`src/rtl/instr_fetch.sv`:
```
// Instruction-fetch stage with IF/ID pipeline register: single-outstanding
// imem handshake, decode redirects, and interrupt entry at instruction boundaries.
module instr_fetch #(
    parameter logic [31:0] RESET_VEC = 32'h0000_0000,
    parameter logic [31:0] INT_VEC   = 32'h0000_0010,
    parameter logic [31:0] NOP_INSTR = 32'h0000_0000
) (
    input  logic        clk,
    input  logic        rst_n,
    input  logic        stall_in,
    input  logic        branch_sel,
    input  logic [31:0] branch_pc,
    input  logic        irq,
    input  logic        returni,
    output logic        imem_req,
    output logic [31:0] imem_addr,
    input  logic [31:0] imem_rdata,
    input  logic        imem_valid,
    output logic [31:0] pc_plus_4,
    output logic [31:0] instr,
    output logic        interrupt,
    output logic        if_valid,
    output logic        int_en
);

    typedef enum logic [1:0] {
        ST_IDLE  = 2'd0,
        ST_FETCH = 2'd1,
        ST_HOLD  = 2'd2
    } state_t;

    state_t      r_state;
    logic        r_imem_req;
    logic [31:0] r_imem_addr;
    logic [31:0] r_hold_word;
    logic [31:0] r_instr;
    logic [31:0] r_pc_plus_4;
    logic        r_interrupt;
    logic        r_if_valid;
    logic        r_int_en;
    logic        r_redirect_pending;
    logic [31:0] r_redirect_pc;

    state_t      w_next_state;
    logic [31:0] w_imem_addr;
    logic [31:0] w_hold_word;
    logic [31:0] w_instr;
    logic [31:0] w_pc_plus_4;
    logic        w_interrupt;
    logic        w_if_valid;
    logic        w_int_en;
    logic        w_redirect_pending;
    logic [31:0] w_redirect_pc;
    logic        w_branch_taken;
    logic        w_irq_take;
    logic [31:0] w_addr_inc;

    assign w_branch_taken = branch_sel & ~stall_in;
    // Interrupt decisions use the enable flag as it stood before any returni this cycle.
    assign w_irq_take     = irq & r_int_en;
    assign w_addr_inc     = r_imem_addr + 32'd4;

    // Next-state, fetch-address and IF/ID update logic.
    always_comb begin
        w_next_state       = r_state;
        w_imem_addr        = r_imem_addr;
        w_hold_word        = r_hold_word;
        w_instr            = r_instr;
        w_pc_plus_4        = r_pc_plus_4;
        w_interrupt        = r_interrupt;
        w_if_valid         = r_if_valid;
        w_redirect_pending = r_redirect_pending;
        w_redirect_pc      = r_redirect_pc;
        w_int_en           = returni ? 1'b1 : r_int_en;

        if (!stall_in) begin
            w_instr     = NOP_INSTR;
            w_if_valid  = 1'b0;
            w_interrupt = 1'b0;
        end else begin
            w_instr     = r_instr;
            w_if_valid  = r_if_valid;
            w_interrupt = r_interrupt;
        end

        case (r_state)
            ST_IDLE: begin
                w_next_state = ST_FETCH;
                if (w_branch_taken) begin
                    w_imem_addr = branch_pc;
                end else begin
                    w_imem_addr = r_imem_addr;
                end
            end

            ST_FETCH: begin
                if (w_branch_taken) begin
                    if (imem_valid) begin
                        w_imem_addr        = branch_pc;
                        w_redirect_pending = 1'b0;
                    end else begin
                        // Address must stay stable until the outstanding response returns.
                        w_redirect_pending = 1'b1;
                        w_redirect_pc      = branch_pc;
                    end
                    w_next_state = ST_FETCH;
                end else if (imem_valid) begin
                    if (r_redirect_pending) begin
                        w_imem_addr        = r_redirect_pc;
                        w_redirect_pending = 1'b0;
                        w_next_state       = ST_FETCH;
                    end else if (w_irq_take) begin
                        w_instr      = NOP_INSTR;
                        w_pc_plus_4  = r_imem_addr;
                        w_interrupt  = 1'b1;
                        w_if_valid   = 1'b1;
                        w_imem_addr  = INT_VEC;
                        w_int_en     = 1'b0;
                        w_next_state = ST_FETCH;
                    end else if (stall_in) begin
                        w_hold_word  = imem_rdata;
                        w_next_state = ST_HOLD;
                    end else begin
                        w_instr      = imem_rdata;
                        w_pc_plus_4  = w_addr_inc;
                        w_interrupt  = 1'b0;
                        w_if_valid   = 1'b1;
                        w_imem_addr  = w_addr_inc;
                        w_next_state = ST_FETCH;
                    end
                end else begin
                    w_next_state = ST_FETCH;
                end
            end

            ST_HOLD: begin
                if (w_branch_taken) begin
                    w_imem_addr  = branch_pc;
                    w_next_state = ST_FETCH;
                end else if (stall_in) begin
                    w_next_state = ST_HOLD;
                end else if (w_irq_take) begin
                    w_instr      = NOP_INSTR;
                    w_pc_plus_4  = r_imem_addr;
                    w_interrupt  = 1'b1;
                    w_if_valid   = 1'b1;
                    w_imem_addr  = INT_VEC;
                    w_int_en     = 1'b0;
                    w_next_state = ST_FETCH;
                end else begin
                    w_instr      = r_hold_word;
                    w_pc_plus_4  = w_addr_inc;
                    w_interrupt  = 1'b0;
                    w_if_valid   = 1'b1;
                    w_imem_addr  = w_addr_inc;
                    w_next_state = ST_FETCH;
                end
            end

            default: begin
                w_next_state       = ST_IDLE;
                w_redirect_pending = 1'b0;
            end
        endcase
    end

    // State, fetch and IF/ID registers.
    always_ff @(posedge clk or negedge rst_n) begin
        if (!rst_n) begin
            r_state            <= ST_IDLE;
            r_imem_req         <= 1'b0;
            r_imem_addr        <= RESET_VEC;
            r_hold_word        <= NOP_INSTR;
            r_instr            <= NOP_INSTR;
            r_pc_plus_4        <= 32'd0;
            r_interrupt        <= 1'b0;
            r_if_valid         <= 1'b0;
            r_int_en           <= 1'b1;
            r_redirect_pending <= 1'b0;
            r_redirect_pc      <= 32'd0;
        end else begin
            r_state            <= w_next_state;
            r_imem_req         <= (w_next_state == ST_FETCH);
            r_imem_addr        <= w_imem_addr;
            r_hold_word        <= w_hold_word;
            r_instr            <= w_instr;
            r_pc_plus_4        <= w_pc_plus_4;
            r_interrupt        <= w_interrupt;
            r_if_valid         <= w_if_valid;
            r_int_en           <= w_int_en;
            r_redirect_pending <= w_redirect_pending;
            r_redirect_pc      <= w_redirect_pc;
        end
    end

    assign imem_req  = r_imem_req;
    assign imem_addr = r_imem_addr;
    assign pc_plus_4 = r_pc_plus_4;
    assign instr     = r_instr;
    assign interrupt = r_interrupt;
    assign if_valid  = r_if_valid;
    assign int_en    = r_int_en;

endmodule

```
`config.mk`:
```
export PLATFORM = sky130hd
export DESIGN_NAME = instr_fetch
export DESIGN_NICKNAME = d
export VERILOG_FILES = /design/src/rtl/instr_fetch.sv
export SDC_FILE = /design/constraint.sdc
export NUM_CORES = 1
export LEC_CHECK = 0
export ABC_AREA = 1
export CORE_UTILIZATION = 45
export DETAILED_ROUTE_END_ITERATION = 12
export GPL_ROUTABILITY_DRIVEN = 0
export PLACE_DENSITY = 0.72
export SLEW_MARGIN = 0
export SYNTH_ARGS = -nofsm -noshare
export SYNTH_HDL_FRONTEND = slang
export SYNTH_SLANG_ARGS = --single-unit
```
`constraint.sdc`:
```
create_clock -name clk -period 3.5 [get_ports clk]
set_input_delay 0.35 -clock clk [delete_from_list [all_inputs] [get_ports clk]]
set_output_delay 0.35 -clock clk [all_outputs]
set_load 0.02 [all_outputs]
```
==> key figures <==
Die
  – Initial Utilization: 46.6%
  – Core region area: 19000 µm²
  – Die X: 142 µm
  – Rows: 50
  – DIE HEIGHT: 142 µm
  – Ports: 171
  – Die footprint: 20300 µm²

Route
  – Vias per cell: 5.56
  – DRT Pass-1 Iters: 6
  – Total number of vias: 8677
  – WL final: 26.8 mm
  – Wire per inst: 17.2 µm
  – Post-DRT Antenna Nets: 0
  – DRC: 0
  – 1st-iter DRT viols: 755

Synthesis
  – Syn Nets: 1227
  – Syn_area_per_cell: 7.72 µm²
  – Top FF cell, synth: dfrtp_1
  – Synth area leaders: dfrtp_1 47%, nand2_1 13%, o21ai_0 6.5%
  – Largest family of logic cells by synthesized area: simple AND/OR/NAND/NOR gates
  – Synth async-reset ratio: 100%
  – Synth cell types: 43
  – Synth Area in XOR/XNOR: 0.0987%
  – Yosys top cell area share: 46.8%
  – Commonest cells post-synth: 314 x nand2_1, 166 x dfrtp_1, 116 x o21ai_0
  – Post-Syn Instances: 1149
  – Yosys reg bits: 167
  – Synth Area in Simple Gates: 22.3%
  – Post-synthesis mux area share: 1.02%
  – Warnings from Yosys: 0
  – Synth Area in Compound Gates: 20.0%
  – Seq/Total Area, Yosys: 47.1%
  – Most frequent cell after synthesis: nand2_1
  – Adder-cell share of the synthesized area: 0.987%
  – EDFF count, synth: 0
  – Mapped Area: 8870 µm²
  – Synth area leader: dfrtp_1

Final layout
  – Nets: 1367
  – Design area: 11300 µm²
  – Layout Area Growth over Synthesis: 27.7%
  – Layout cells sized above 1: 7.45%
  – Antenna cell count: 0
  – Post-layout util: 59.6%

Timing
  – Final hold violations: 35
  – Count of final setup violators: 0
  – Fmax: 0.356 GHz
  – Sum Neg Setup Slack: 0 ns
  – Fin. max-slew vios: 0
  – Slew headroom: 28.3%
  – RSZ-0062 raised after global routing: no
  – Slew at the pin closest to its max-slew limit: 1.07 ns
  – Hold Slack: -0.0367 ns
  – Period minus WS final: 2.81 ns
  – Setup Skew: 0.00998 ns
  – Tcrit/Tclk final: 80.3%

Job
  – Max-cap violation count: 0

Global routing
  – Initial antenna violation count: 0
  – Largest net degree at the start of global routing: 84
  – GR Util met1: 37.6%
  – First-pass GRT wire length: 43.4 mm
  – Grt ovf: 0
  – Gr usage total: 27.6%
  – Met2 GRT Util: 43.3%
  – Met3 Usage GRT: 5.96%
  – GRT Max-Usage Layer: met2
  – Vias in the first global route: 8306

Clock network
  – Clock transition at path regs: 0.07 ns
  – CTS tree: built
  – Number of buffers created by CTS: 17
  – Clock tree buffer depth: 2
  – Root Buffer Master: clkbuf_16
  – Cts hold-fix bufs: 0
  – Post-CTS resize count: 0
  – Clk sinks: 167
  – Max H-tree Level: 4
  – Post-CTS setup buffer count: 0
  – Clk Latency, worst-skew pair: 0.44 ns

Power
  – Power density cells: 933 nW/µm²
  – Static Leak: 4.95 nW
  – Sw frac: 45.8%
  – Cell Int Power: 0.00573 W
  – Reg power frac: 32.8%
  – Worst vdd ir: 0.000464 V
  – Clock power share: 18.0%
  – Comb pwr share: 49.2%
  – P_sw: 0.00484 W

Run status
  – Status: complete, but fails checks
  – Failing checks: negative hold slack

Worst hold path
  – Type of the worst min-delay path: input port to asynchronous set/reset pin

Critical path
  – Worst path cell trace: inv_1 > ha_1 > nor2_2 > inv_1 > nand2_1 > nand2_1 > buf_4 > a21oi_1 > a22oi_1
  – Max incr delay on CP: 0.83 ns
  – Slowest cell on crit path: nand2_1
  – Crit path max fanout: 21
  – Critical path required time: 3.84 ns
  – Worst setup EP type: flip-flop
  – Crit Path Class: flip-flop to flip-flop
  – Critical Path AT: 3.15 ns
  – Worst Setup Start Kind: flip-flop

Place
  – I/O Buffers: 170
  – Placed inst area: 10800 µm²
  – DP Wirelength: 17.8 mm
## path summary, 6_finish.rpt
| kind | startpoint | depth (start not counted) | slack (ns) | endpoint |
|---|---|---|---|---|
| min reg2reg | pc_plus_4[0] | 2 | 0.48 | pc_plus_4[0] |
| max in group asynchronous | rst_n | 2 | 2.67 | r_redirect_pc[24] |
| max | r_state[1] | 9 | 0.69 | imem_addr[5] |
| max reg2reg | r_state[1] | 9 | 0.69 | imem_addr[5] |
| min | rst_n | 1 | -0.04 | imem_addr[10] |
| min in group clk | returni | 3 | 0.45 | int_en |
## layout make-up
cell class | instances | area [µm²]
Fill cell | 1750 | 7690
Sequential cell | 167 | 4180
Multi-Input combinational cell | 802 | 3950
Timing Repair Buffer | 192 | 1880
Clock buffer | 17 | 425
Inverter | 109 | 412
Tap cell | 260 | 325
Clock inverter | 15 | 156
## critical path, delay by kind of cell (launching register included)
kind	cells	cell delay, ns
flops	1	0.41
compound gates	2	0.25
simple gates	3	1.09
fa+ha+maj	1	0.40
buf+inv	3	0.55
## state kept, by name, indices dropped and copies added, names as in the netlist, 2 cells and up
signal         count
pc_plus_4         32
r_redirect_pc     32
instr             32
r_state            2
r_hold_word       32
imem_addr         32
## stage by stage
stage | hold WS (ns) | cells | setup WS (ns) | total power [W]
6_report | -0.0367 | 1562 | 0.688 | 0.0106
5_1_grt | 0.0251 | 1562 | 0.482 | 0.0113
4_1_cts | 0.00634 | 1562 | 0.737 | 0.0106
3_5_place_dp | 0.460 | 1530 | 0.773 | 0.00863
3_3_place_gp | 0.458 | 1530 | 0.826 | 0.00850
2_1_floorplan | 0.0544 | 1149 | 1.66 | 0.00664
## placed cells by master (no fill, tap or decap), types with 17 or more instances in the layout
cell             instances
dfrtp_1                166
buf_4                   21
o21ai_0                116
inv_1                  101
clkdlybuf4s50_1        169
o32ai_1                 32
nand2_1                314
o21ai_1                 28
nor2_1                  73
nand3_1                 45
clkbuf_16               17
a21oi_1                102
## per-layer routing
| metal | part of all wire, % | wire length, µm | vias to the layer above |
|---|---|---|---|
| li1 | - | - | 4095 |
| met4 | 2.0 | 526 | 0 |
| met5 | 0 | 0 | - |
| met2 | 47 | 12600 | 397 |
| met3 | 7.9 | 2120 | 43 |
| met1 | 43 | 11600 | 4142 |
## cells by family (layout without fill, tap and decap cells)
logic type      Yosys count  count (layout)
simple gates            473             473
compound gates          313             313
buf+inv                 180             333
flops                   167             167
mux                       8               8
fa+ha+maj                 7               7
xor+xnor                  1               1
## power by group through the flow
| stage | registers [W] | clock network, W | logic, W |
|---|---|---|---|
| global route | 0.00357 | 0.00200 | 0.00575 |
| detailed placement | 0.00348 | 0 | 0.00515 |
| CTS | 0.00346 | 0.00192 | 0.00518 |
| floorplan | 0.00381 | 0 | 0.00283 |
| global placement | 0.00346 | 0 | 0.00503 |
| finish | 0.00347 | 0.00190 | 0.00520 |
(Power assumes the default switching activity.)
